==> config.mk <==
export PLATFORM = sky130hd
export DESIGN_NAME = oam_dma_engine_flat
export DESIGN_NICKNAME = d
export VERILOG_FILES = /design/src/rtl/oam_dma_if.sv /design/src/rtl/oam_dma_engine.sv /design/src/flat_wrapper.sv
export SDC_FILE = /design/constraint.sdc
export NUM_CORES = 1
export LEC_CHECK = 0
export CAP_MARGIN = 5
export CELL_PAD_IN_SITES_DETAIL_PLACEMENT = 0
export CELL_PAD_IN_SITES_GLOBAL_PLACEMENT = 1
export CORE_ASPECT_RATIO = 1.1
export CORE_MARGIN = 1.5
export CORE_UTILIZATION = 33
export DETAILED_ROUTE_END_ITERATION = 8
export PLACE_DENSITY = 0.75
export SYNTH_ARGS = -nofsm -noshare
export SYNTH_HDL_FRONTEND = slang
export SYNTH_SLANG_ARGS = --single-unit
==> constraint.sdc <==
create_clock -name i_clk -period 2.1 [get_ports i_clk]
set_clock_uncertainty 0.15 [all_clocks]
set_input_delay 0.21 -clock i_clk [delete_from_list [all_inputs] [get_ports i_clk]]
set_output_delay 0.21 -clock i_clk [all_outputs]
set_load 0.02 [all_outputs]
==> src/rtl/oam_dma_if.sv <==
// CPU-side snoop inputs and engine bus-initiator outputs of oam_dma_engine.
// The master modport is the engine's view and the slave modport is the surrounding top level's view.
interface oam_dma_if;
   logic        i_cpu_ce;
   logic [15:0] i_cpu_addr;
   logic        i_cpu_rnw;
   logic [7:0]  i_cpu_data;
   logic [7:0]  i_bus_data;
   logic        o_cpu_rdy;
   logic        o_bus_sel;
   logic [15:0] o_bus_addr;
   logic        o_bus_rnw;
   logic [7:0]  o_bus_data;
   logic        o_dma_active;

   modport master (
      input  i_cpu_ce, i_cpu_addr, i_cpu_rnw, i_cpu_data, i_bus_data,
      output o_cpu_rdy, o_bus_sel, o_bus_addr, o_bus_rnw, o_bus_data, o_dma_active
   );
   modport slave (
      output i_cpu_ce, i_cpu_addr, i_cpu_rnw, i_cpu_data, i_bus_data,
      input  o_cpu_rdy, o_bus_sel, o_bus_addr, o_bus_rnw, o_bus_data, o_dma_active
   );
endinterface

==> src/rtl/oam_dma_engine.sv <==
// 256-byte page copy engine: halts the CPU, then alternates READ {page,idx} / WRITE DEST_ADDR.
// Optional macro OAM_DMA_ALIGN_EN inserts an ALIGN cycle so every READ lands on parity 0.
module oam_dma_engine #(
   parameter logic [15:0] TRIG_ADDR = 16'h4014,
   parameter logic [15:0] DEST_ADDR = 16'h2004
) (
   input  logic      i_clk,
   input  logic      i_rst,
   oam_dma_if.master bus
);
   typedef enum logic [2:0] {S_IDLE, S_HALT, S_ALIGN, S_READ, S_WRITE} state_e;

   state_e      state_q, state_d;
   logic [7:0]  page_q, page_d;
   logic [7:0]  idx_q, idx_d;
   logic [7:0]  latch_q, latch_d;
   logic [15:0] addr_q, addr_d;
   logic        rdy_q, rdy_d;
   logic        sel_q, sel_d;
   logic        rnw_q, rnw_d;
   logic        trig;

`ifdef OAM_DMA_ALIGN_EN
   logic parity_q, parity_d;

   assign parity_d = parity_q ^ bus.i_cpu_ce;

   always_ff @(posedge i_clk) begin
      if (i_rst) parity_q <= 1'b0;
      else       parity_q <= parity_d;
   end
`endif

   // Only the CPU's own write cycles are snooped, and only from IDLE.
   assign trig = !bus.i_cpu_rnw && (bus.i_cpu_addr == TRIG_ADDR);

   always_comb begin
      state_d = state_q;
      page_d  = page_q;
      idx_d   = idx_q;
      latch_d = latch_q;
      addr_d  = addr_q;
      if (bus.i_cpu_ce) begin
         case (state_q)
            S_IDLE: if (trig) begin
               state_d = S_HALT;
               page_d  = bus.i_cpu_data;
               idx_d   = 8'h00;
            end
`ifdef OAM_DMA_ALIGN_EN
            // parity flips on this edge, so parity_q=0 means the next cycle is odd
            S_HALT:  state_d = parity_q ? S_READ : S_ALIGN;
`else
            S_HALT:  state_d = S_READ;
`endif
            S_ALIGN: state_d = S_READ;
            S_READ: begin
               latch_d = bus.i_bus_data;
               state_d = S_WRITE;
            end
            S_WRITE: begin
               if (idx_q == 8'hFF) begin
                  state_d = S_IDLE;
               end else begin
                  idx_d   = idx_q + 8'd1;
                  state_d = S_READ;
               end
            end
            default: state_d = S_IDLE;
         endcase
         // Address register only moves when the engine owns the bus.
         if (state_d == S_READ)       addr_d = {page_d, idx_d};
         else if (state_d == S_WRITE) addr_d = DEST_ADDR;
      end
      rdy_d = (state_d == S_IDLE);
      sel_d = (state_d == S_READ) || (state_d == S_WRITE);
      rnw_d = (state_d != S_WRITE);
   end

   always_ff @(posedge i_clk) begin
      if (i_rst) begin
         state_q <= S_IDLE;
         page_q  <= 8'h00;
         idx_q   <= 8'h00;
         latch_q <= 8'h00;
         addr_q  <= 16'h0000;
         rdy_q   <= 1'b1;
         sel_q   <= 1'b0;
         rnw_q   <= 1'b1;
      end else begin
         state_q <= state_d;
         page_q  <= page_d;
         idx_q   <= idx_d;
         latch_q <= latch_d;
         addr_q  <= addr_d;
         rdy_q   <= rdy_d;
         sel_q   <= sel_d;
         rnw_q   <= rnw_d;
      end
   end

   assign bus.o_cpu_rdy    = rdy_q;
   assign bus.o_dma_active = !rdy_q;
   assign bus.o_bus_sel    = sel_q;
   assign bus.o_bus_addr   = addr_q;
   assign bus.o_bus_rnw    = rnw_q;
   assign bus.o_bus_data   = latch_q;
endmodule

==> src/flat_wrapper.sv <==
// flat-port wrapper written by rule: the top's interface ports become plain ports
module oam_dma_engine_flat 
#(
   parameter logic [15:0] TRIG_ADDR = 16'h4014,
   parameter logic [15:0] DEST_ADDR = 16'h2004
)
  (i_clk, i_rst, bus_i_cpu_ce, bus_i_cpu_addr, bus_i_cpu_rnw, bus_i_cpu_data, bus_i_bus_data, bus_o_cpu_rdy, bus_o_bus_sel, bus_o_bus_addr, bus_o_bus_rnw, bus_o_bus_data, bus_o_dma_active);
  oam_dma_if bus_i ();
  input  logic i_clk;
  input  logic i_rst;
  input wire logic [$bits(bus_i.i_cpu_ce)-1:0] bus_i_cpu_ce;
  input wire logic [$bits(bus_i.i_cpu_addr)-1:0] bus_i_cpu_addr;
  input wire logic [$bits(bus_i.i_cpu_rnw)-1:0] bus_i_cpu_rnw;
  input wire logic [$bits(bus_i.i_cpu_data)-1:0] bus_i_cpu_data;
  input wire logic [$bits(bus_i.i_bus_data)-1:0] bus_i_bus_data;
  output wire logic [$bits(bus_i.o_cpu_rdy)-1:0] bus_o_cpu_rdy;
  output wire logic [$bits(bus_i.o_bus_sel)-1:0] bus_o_bus_sel;
  output wire logic [$bits(bus_i.o_bus_addr)-1:0] bus_o_bus_addr;
  output wire logic [$bits(bus_i.o_bus_rnw)-1:0] bus_o_bus_rnw;
  output wire logic [$bits(bus_i.o_bus_data)-1:0] bus_o_bus_data;
  output wire logic [$bits(bus_i.o_dma_active)-1:0] bus_o_dma_active;
  assign bus_i.i_cpu_ce = bus_i_cpu_ce;
  assign bus_i.i_cpu_addr = bus_i_cpu_addr;
  assign bus_i.i_cpu_rnw = bus_i_cpu_rnw;
  assign bus_i.i_cpu_data = bus_i_cpu_data;
  assign bus_i.i_bus_data = bus_i_bus_data;
  assign bus_o_cpu_rdy = bus_i.o_cpu_rdy;
  assign bus_o_bus_sel = bus_i.o_bus_sel;
  assign bus_o_bus_addr = bus_i.o_bus_addr;
  assign bus_o_bus_rnw = bus_i.o_bus_rnw;
  assign bus_o_bus_data = bus_i.o_bus_data;
  assign bus_o_dma_active = bus_i.o_dma_active;
  oam_dma_engine #(.TRIG_ADDR(TRIG_ADDR), .DEST_ADDR(DEST_ADDR)) u_core (.i_clk(i_clk), .i_rst(i_rst), .bus(bus_i));
endmodule
==> run_results.csv <==
group,metric,value,unit
global_route,grt_pass1_vias,1887,
synth,post-synth-top-area-fraction,0.4571,
timing,hold_viol_final,0,
route,dr.pass1.iters,5,
floorplanning,io_pins,64,
route,drt_iter0_markers,103,
synth,avgSynthCellArea,8.874,um2
clock_network,clkSlewWorstSetupHoldPaths,0.09,ns
floorplanning,coreArea,0.005842,mm2
power,p_sw,345.0,uW
placement,dp.cells,378,
synth,ys_types,48,
synth,ys_warn_count,0,
power,p_seq_frac,0.558,
timing,period_needed,1.941,ns
clock_network,cts_tree,"yes",
critical_path,crit_start,"u_core.state_q[0]",
synth,post_synth_instance_area,0.002014,mm2
timing,tightest_slew,0.3943,ns
synth,synthesis.nets,264,
placement,gp_congestion,0.8397,
layout,area_growth,48.51,%
global_route,grt_usage,0.1712,
critical_path,end_kind,"register",
route,remaining_drc_errors,0,
floorplanning,die_w,77.50,um
critical_path,crit_type,"reg2reg",
layout,drive_above_1_share,0.1521,
critical_path,startpoint_type,"register",
power,cellInternalPower,1.215,mW
layout,fill_cells,543,
placement,io_buffer_count,63,
critical_path,crit_arrival,1.99,ns
critical_path,worstPathRequired,2.15,ns
layout,nNetsFinal,345,
critical_path,path_max_fanout,8,
timing,max_slew_margin,0.7364,
status,outcome,"completed",
timing,max_freq,515.1,MHz
timing,setup_viol,0,
clock_network,h-tree-depth,2,
synth,yosysSeqAreaShare,0.4571,
global_route,grt_pass1_wl,8.963,mm
floorplanning,start_util,0.3448,
worst_hold_path,hp-class,"in2reg",
synth,synth_edf_count,0,
clock_network,clk_latency,0.30,ns
placement,dp_hpwl,4.036,mm
timing,finalCritPeriodShare,0.9245,
power,powerDensity,521.5,mW/mm2
timing,drv_slew,0,
layout,fin_util,0.5121,
timing,setup_tns,0,ns
floorplanning,die_h,84.95,um
synth,yosys_most_used_dff,"dfxtp_1",
power,clkPwrFrac,0.370,
timing,rsz0062_at_grt,"no",
placement,placed_area,0.002883,mm2
route,drt-vias-per-instance,4.982,
synth,netlist_instances,227,
synth,synth_top_area_cell,"dfxtp_1",
synth,synth.area.top_cells,"dfxtp_1, a21oi_1, mux2i_1, nand2_1, a22o_1",
synth,async_flop_share,0,
clock_network,cts_root_buf,"clkbuf_8",
synth,synth_seq_cells,46,
route,drtAntennaViolNets,0,
critical_path,rr_startpoint,"u_core.state_q[0]",
clock_network,numClockSinks,46,
floorplanning,fp-row-count,29,
power,p_sw_frac,0.2212,
power,p_leak,1.074,nW
route,routedWlPerCell,14.05,um
route,totalWireLength,5.423,mm
power,pwr-share-comb,0.071,
floorplanning,dieArea,0.006583,mm2
global_route,grt_overflow_total,0,
global_route,antenna_found_initial,0,
power,ir_worst_vdd,342.6,uV
clock_network,cts_buffers,5,
clock_network,cts_buffer_depth,2,
global_route,grt_max_degree,24,
run,drv_cap,0,
layout,fin_area,0.002992,mm2
route,num_vias,1923,
layout,n_antenna_cell,0,
clock_network,post_cts_buffers,0,
layout,finalNonFillerCells,386,
worst_hold_path,hold_path_startpoint,"bus_i_bus_data[1]",
[registers in the layout, summed over array words and instances (netlist names)]
register / count
u_core.bus.o_bus_addr: 16
u_core.bus.o_bus_data: 8
u_core.bus.o_bus_rnw: 1
u_core.bus.o_bus_sel: 1
u_core.bus.o_cpu_rdy: 1
u_core.idx_q: 8
u_core.page_q: 8
u_core.state_q: 3
[metal layers]
| layer | up-vias | global-route usage | share of wire |
|---|---|---|---|
| met5 | - | 0 | 0 |
| met4 | 0 | 0.05455 | 0.013 |
| met3 | 4 | 0.04839 | 0.061 |
| met2 | 53 | 0.2687 | 0.44 |
| met1 | 882 | 0.2274 | 0.49 |
| li1 | 984 | - | - |
[area by class of cell]
cell class,instances,area [um2],area share
Clock inverter,2,16.27,0.005437
Timing Repair Buffer,90,845.8,0.2827
Inverter,4,15.01,0.005019
Sequential cell,46,922.1,0.3082
Tap cell,77,96.34,0.03220
Clock buffer,6,82.58,0.02760
Multi-Input combinational cell,161,1013,0.3388
[layout by cell type (no fill, tap or decap), drive strengths merged, types with 3 or more instances in the layout]
| master | instances |
|---|---|
| a211oi | 5 |
| inv | 5 |
| mux2i | 10 |
| clkbuf | 6 |
| o21ai | 12 |
| nor3b | 3 |
| a22o | 9 |
| and3 | 3 |
| clkdlybuf4s50 | 63 |
| o2bb2ai | 3 |
| dfxtp | 46 |
| nor2 | 17 |
| nand2 | 25 |
| or2 | 4 |
| nor4b | 5 |
| buf | 27 |
| nand3 | 9 |
| a31oi | 4 |
| a21oi | 22 |
| nor3 | 4 |
[critical path, cell delays in order (launching register included)]
cell and delay [ns]:
dfxtp_1 0.41, or3b_4 0.45, or4_4 0.53, nor4b_1 0.16, a21o_1 0.15
[final timing paths]
kind                         endpoint  depth (start not counted)  slack, ns
min          u_core.bus.o_bus_data[1]                          3       0.30
max          u_core.bus.o_bus_addr[7]                          4       0.16
max reg2reg  u_core.bus.o_bus_addr[7]                          4       0.16
min reg2reg  u_core.bus.o_bus_data[6]                          2       0.31
[cell usage after synthesis (all sizes together) (5+ instances only)]
cell / number
a211oi: 5
a21oi: 22
a22o: 9
buf: 7
clkbuf: 9
dfxtp: 46
mux2i: 10
nand2: 25
nand3: 9
nor2: 17
nor4b: 5
o21ai: 12
[power groups by stage]
stage / clock network, mW / logic (mW) / registers [mW]
5_1_grt: 0.633 / 0.119 / 0.872
3_5_place_dp: 0 / 0.111 / 0.892
4_1_cts: 0.602 / 0.112 / 0.871
2_1_floorplan: 0 / 0.0298 / 0.892
6_report: 0.578 / 0.111 / 0.871
3_3_place_gp: 0 / 0.111 / 0.892
[stage by stage]
| step | hold slack, ns | power [mW] | setup WS (ns) |
|---|---|---|---|
| floorplan | 0.1960 | 0.9216 | 0.2073 |
| global placement | 0.2866 | 1.003 | -0.05522 |
| detailed placement | 0.2977 | 1.003 | -0.1099 |
| CTS | 0.2971 | 1.586 | 0.08650 |
| global route | 0.3081 | 1.623 | 0.03752 |
| finish | 0.3002 | 1.560 | 0.1585 |
[cells by family (layout without fill, tap and decap cells)]
kind of cell,Yosys count,count (layout),synth area share
fa+ha+maj,1,1,0.006210
buf+inv,20,102,0.04410
simple gates,83,83,0.2217
mux,10,10,0.04969
flops,46,46,0.4571
compound gates,67,67,0.2211
[timing repair]
action | 4_1_cts | 5_1_grt
hold buffers | 0 | 0
gates resized for setup | 0 | 3
setup endpoints to repair | 0 | 6
(Power assumes the default switching activity.)
